--- src/rtl/id_regfile_hazard.sv ---
// id_regfile_hazard: decode-stage 64x32 register file with a load-use stall/bubble FSM.
// Define REGFILE_BYPASS_EN to forward same-cycle write-back data onto the read ports.
module id_regfile_hazard #(
    parameter int NUM_REGS     = 64,
    parameter int ADDR_W       = 6,
    parameter int DATA_W       = 32,
    parameter int STALL_CYCLES = 1
) (
    input  logic              clk,
    input  logic              rst,
    input  logic [ADDR_W-1:0] rs_idx,
    input  logic [ADDR_W-1:0] rt_idx,
    input  logic              uses_rs,
    input  logic              uses_rt,
    input  logic              ex_memRead,
    input  logic [ADDR_W-1:0] ex_rd,
    input  logic              wb_RegWrt,
    input  logic [ADDR_W-1:0] wb_rd,
    input  logic [DATA_W-1:0] wb_data,
    output logic [DATA_W-1:0] Xrs,
    output logic [DATA_W-1:0] Xrt,
    output logic              stall,
    output logic              bubble
);
    typedef enum logic {IDLE, STALL} state_t;

    state_t            state_q, state_d;
    logic [3:0]        cnt_q, cnt_d;
    logic [DATA_W-1:0] regs_q [NUM_REGS];
    logic [DATA_W-1:0] regs_d [NUM_REGS];
    logic              wr_en, hz, byp_rs, byp_rt;

    assign wr_en = wb_RegWrt && wb_rd != '0;

    always_comb begin
        regs_d = regs_q;
        if (wr_en) regs_d[wb_rd] = wb_data;
    end

`ifdef REGFILE_BYPASS_EN
    assign byp_rs = wr_en && wb_rd == rs_idx;
    assign byp_rt = wr_en && wb_rd == rt_idx;
`else
    assign byp_rs = 1'b0;
    assign byp_rt = 1'b0;
`endif

    // rst gating keeps bypassed data and hazards off the outputs while in reset
    assign Xrs = (rst || rs_idx == '0) ? '0 : byp_rs ? wb_data : regs_q[rs_idx];
    assign Xrt = (rst || rt_idx == '0) ? '0 : byp_rt ? wb_data : regs_q[rt_idx];

    assign hz = ex_memRead && ex_rd != '0 &&
                ((uses_rs && ex_rd == rs_idx) || (uses_rt && ex_rd == rt_idx));

    assign stall  = !rst && (state_q == STALL || hz);
    assign bubble = stall;

    always_comb begin
        state_d = state_q;
        cnt_d   = cnt_q;
        if (state_q == IDLE) begin
            if (hz && STALL_CYCLES > 1) begin
                state_d = STALL;
                cnt_d   = 4'(STALL_CYCLES - 2);
            end
        end else begin
            if (cnt_q == '0) state_d = IDLE;
            else cnt_d = cnt_q - 4'd1;
        end
    end

    always_ff @(posedge clk or posedge rst) begin
        if (rst) begin
            state_q <= IDLE;
            cnt_q   <= '0;
            for (int i = 0; i < NUM_REGS; i++) regs_q[i] <= '0;
        end else begin
            state_q <= state_d;
            cnt_q   <= cnt_d;
            regs_q  <= regs_d;
        end
    end
endmodule

--- config.mk ---
export PLATFORM = sky130hd
export DESIGN_NAME = id_regfile_hazard
export DESIGN_NICKNAME = d
export VERILOG_FILES = /design/src/rtl/id_regfile_hazard.sv
export SDC_FILE = /design/constraint.sdc
export NUM_CORES = 2
export LEC_CHECK = 0
export ABC_CLOCK_PERIOD_IN_PS = 115800
export CAP_MARGIN = 20
export CORE_MARGIN = 4
export CORE_UTILIZATION = 38
export DETAILED_ROUTE_END_ITERATION = 16
export MAX_ROUTING_LAYER = met4
export PLACE_DENSITY_LB_ADDON = 0.05
export SKIP_LAST_GASP = 1
export SYNTH_ARGS = -nofsm -noshare
export SYNTH_HDL_FRONTEND = slang
export SYNTH_SLANG_ARGS = --single-unit
--- constraint.sdc ---
create_clock -name clk -period 115.8 [get_ports clk]
set_input_delay 23.16 -clock clk [delete_from_list [all_inputs] [get_ports clk]]
set_output_delay 23.16 -clock clk [all_outputs]
set_load 0.1 [all_outputs]
; ---- After elaboration in Yosys (flattened, before gate mapping)
; Index checks and enable logic that the tools add are counted.
[op_classes]
add_sub_neg = 1
order_cmp = 4
n_eq_ne = 2
n_mux = 13
bitwise_logic = 4
reduce_logical = 18
[ops]
columns = cell, n
row1 = $bwmux W2048, 1
row2 = $bmux W32 S6, 2
row3 = $mux W32, 7
row4 = $demux W32 S6, 1
row5 = $ge A7 B7 Y1 const B, 3
row6 = $not A6 Y7, 3
row7 = $eq A6 B6 Y1, 2
row8 = $logic_not A6 Y1, 2
row9 = $reduce_bool A6 Y1, 2
row10 = $logic_and A1 B1 Y1, 7
row11 = $lt A7 B1 Y1 const B, 1
row12 = $logic_not A4 Y1, 1
row13 = $logic_or A1 B1 Y1, 4
row14 = $sub A4 B1 Y4 const B, 1
row15 = $mux W1, 2
row16 = $reduce_and A2 Y1, 1
row17 = $logic_not A1 Y1, 1
row18 = $not A1 Y1, 1
[totals]
register_bits = 2053

; ---- Logic depth before layout (Yosys ltp)
[logic_depth]
word_depth = 6
mapped_depth = 12
depth_no_buf = 6

; ---- Worst setup path before layout
; OpenSTA, ideal clock, no wires.
[synth_timing]
kind = input to output
from = in rst
to = out Xrt[30]
arrival_time_ns = 75.920
required_ns = 92.640
slack_ns = 16.720
stages = 5
path_buffers = 0
path_cell_list = inv_1 -> nand2_1 -> a31oi_1 -> a221oi_1 -> o32ai_1
[synth_between]
elab_chain_cells = 2
[synth_rtl]
columns = item, line_no
row1 = "start, declared", 10  ; input logic rst,
row2 = $logic_or A1 B1 Y1, 50  ; assign Xrt = (rst || rt_idx == '0) ? '0 : byp_rt ? wb_data : regs_q[rt_idx];
row3 = $mux W32, 50
row4 = "end, declared", 21  ; output logic [DATA_W-1:0] Xrt,
; No other way between the ends.

; ---- Worst setup path in the final report
[layout_timing]
from = in rt_idx[0]
to = out Xrt[31]
[layout_between]
elab_chain_cells = 5
elab_cells_between_ends = 7
[layout_rtl]
columns = item, line_no
row1 = "start, declared", 12  ; input logic [ADDR_W-1:0] rt_idx,
row2 = $not A6 Y7 (not written as such), 50
row3 = $bmux W32 S6, 50
row4 = $mux W32 (not written as such) (2 in a row), 50
row5 = $mux W32 *, 50
; Every way passes the cells marked *; elsewhere a longest branch is shown, timed or not. The select of a mux whose other input is x is not followed.

==> impl_metrics.csv <==
group,metric,value,unit
cts,clk_latency,880,ps
yosys,synth_async_sr_flop_share,100.0,%
sta,maxSlewHeadroom,12.42,%
cts,cts.path.max_buffers,4,
floorplan,die-area,297500,um2
cts,hold_buffers,0,
cells_and_area,fin_nets,6984,
cells_and_area,final_common_cell,"mux2_2",
yosys,avgSynthCellArea,15.38,um2
global_routing,antenna_found_initial,36,
power_and_ir_drop,ir_worst_vdd,0.00001299,V
sta,finalCritPeriodShare,45.72,%
global_routing,grt_max_degree,165,
floorplan,fp.coreArea,287900,um2
critical_path,critPathMaxFanout,54,
floorplan,rows,197,
routing,routedWlPerCell,38.14,um
critical_path,reg2reg_from,"cnt_q[0]",
yosys,ys_seq_area_share,46.80,%
cts,htree_levels,4,
critical_path,max_stage_delay,1120,ps
sta,maxSlewViolCount,0,
min_path,hp-class,"reg2reg",
global_routing,grt.total_usage,28.47,%
critical_path,worstPathArrival,29790,ps
sta,rsz0062_at_grt,"no",
min_path,holdCritStartpoint,"regs_q[2034]",
yosys,synth_top_cell_by_area,"dfrtp_1",
placed_design,dpl.cell_count,10440,
routing,postRouteAntennaNets,0,
yosys,synth_seq_cells,2053,
cts,cts_root_buffer,"clkbuf_16",
cells_and_area,drive_above_1_share,54.58,%
yosys,synthTopCellsByArea,"dfrtp_1, mux2_2, mux4_2, mux2i_1, clkbuf_1",
yosys,synth_fp_nets,7199,
cells_and_area,multi_input_area,55240,um2
yosys,yosysUniqueCellTypes,66,
cts,cts_buffers,247,
yosys,ys.flop_type,"dfrtp_1",
sta,skew,0.5805,ps
cts,cts_resized,0,
routing,wl,416.7,mm
routing,vias,69020,
floorplan,start_util,38.13,%
cells_and_area,layout.cells.non_filler,10930,
cells_and_area,regArea,51370,um2
power_and_ir_drop,cellPowerDensity,16.45,nW/um2
critical_path,startpoint,"rt_idx[0]",
critical_path,crit_chain,"buf_8, buf_4, buf_4, buf_4, buf_4, mux2_2, a21boi_0, o21ai_0, a31oi_1, o32ai_1, clkdlybuf4s50_1",
critical_path,critPathRequiredTime,92640,ps
floorplan,fp.dieW,545.5,um
cts,cts.sinks,2053,
yosys,synth_top_area_share,46.80,%
critical_path,worstSetupEndpointType,"primary output",
floorplan,num_io_pins,128,
routing,vias_per_cell,6.317,
sta,period_minus_slack,52950,ps
critical_path,crit_top_cell,"buf_4",
power_and_ir_drop,leakagePower,54.90,nW
routing,first_pass_iters,6,
power_and_ir_drop,p_total,2.024,mW
sta,setup_viol,0,
yosys,synth_edf_count,0,
floorplan,die_h,545.5,um
critical_path,critPathKind,"in2out",
critical_path,slowest_stage,"clkdlybuf4s50_1",
run,maxCapViolCount,0,
sta,timing_worst_slew_pin_value,1305,ps
sta,holdWs,395.4,ps
cells_and_area,final_cell_mix,"mux2_2, dfrtp_1, mux4_2",
global_routing,grt_pass1_wl,588.3,mm
global_routing,grt.overflow.total,0,
yosys,postSynthCellCount,7136,
yosys,synth_warnings,0,
cts,cts_setup_buffers,0,
outcome,outcome,"completed",
cts,tritoncts,"yes",
sta,final.setup.tns,0,ps
placed_design,port_buffers,127,
cells_and_area,fill_cells,25890,
critical_path,critPathBufInv,6,
critical_path,crit_family,"buffers and inverters",
placed_design,place_hpwl,234.0,mm
placed_design,place.gp.congestion,0.7887,
sta,hold_viol,0,
sta,max_freq,0.01889,GHz
global_routing,grt_pass1_vias,71980,
critical_path,cp-start-kind,"input port",
routing,drc,0,
yosys,netlist_area,109800,um2
routing,drt_iter0_markers,5963,
cts,clk_pin_slew,60,ps
cells_and_area,syn2layout_area_growth,12.06,%
[cell families (layout without fill, tap and decap cells)]
logic type | Yosys count | after routing | synth area share, %
mux | 3431 | 3431 | 44.93
xor+xnor | 14 | 14 | 0.1117
fa+ha+maj | 1 | 1 | 0.01140
buf+inv | 835 | 823 | 3.402
compound gates | 515 | 515 | 3.515
other cells | 0 | 21 | 0
flops | 2053 | 2053 | 46.80
simple gates | 287 | 287 | 1.232
[metal layers]
metal | part of all wire (%) | GRT usage (%) | wire length, um | up-vias
li1 | - | - | - | 27420
met1 | 44 | 39.36 | 185200 | 38990
met2 | 47 | 44.44 | 197300 | 2010
met3 | 4.9 | 3.428 | 20320 | 597
met4 | 3.3 | 8.293 | 13850 | 0
met5 | 0 | - | 0 | -
[flip-flops by register name, indices dropped and copies added (netlist names)]
name / cells
regs_q: 2048
cnt_q: 4
state_q: 1
[path summary, 6_finish.rpt]
check / end / slack, ps / cells past startpoint
min in group asynchronous: regs_q[709] / 22750 / 3
max in group asynchronous: regs_q[1237] / 88670 / 8
max reg2reg: cnt_q[3] / 114480 / 6
min: regs_q[2034] / 400 / 0
max: Xrt[31] / 62850 / 11
min reg2reg: regs_q[2034] / 400 / 0
[power by group]
group          internal, mW  total [mW]  switching [mW]
Clock                 0.478       0.801           0.323
Sequential            0.811       0.879          0.0680
Combinational         0.185       0.343           0.159
Total                  1.47        2.02           0.550
[cell type report]
cell class / instances / share of cell area [%]
diodes: 21 / 0.04272
clock buffers: 378 / 6.102
clock inverters: 74 / 0.6662
inverters: 14 / 0.05492
multi-input cells: 4248 / 44.90
flip-flops and latches: 2053 / 41.76
well taps: 3781 / 3.846
repair buffers: 357 / 2.624
[synthesized netlist by cell type (26+ instances only)]
library cell	n
a211o_1	26
a21oi_1	49
a221o_1	32
a221oi_1	35
a22oi_1	58
buf_1	187
buf_2	147
buf_4	61
clkbuf_1	401
dfrtp_1	2053
mux2_2	2128
mux2i_1	319
mux4_2	984
nand2_1	132
nor2_1	50
o21ai_0	37
o221ai_1	59
o22ai_1	61
[stage by stage]
step | utilization (%) | area, um2 | worst slack [ps]
after floorplan | - | 109800 | 16720
after global placement | 39.73 | 114400 | 62790
after detailed placement | 39.76 | 114500 | 62820
after CTS | 42.65 | 122800 | 62830
after global routing | 42.72 | 123000 | 62560
final | 42.73 | 123000 | 62850
(Power assumes the default switching activity.)
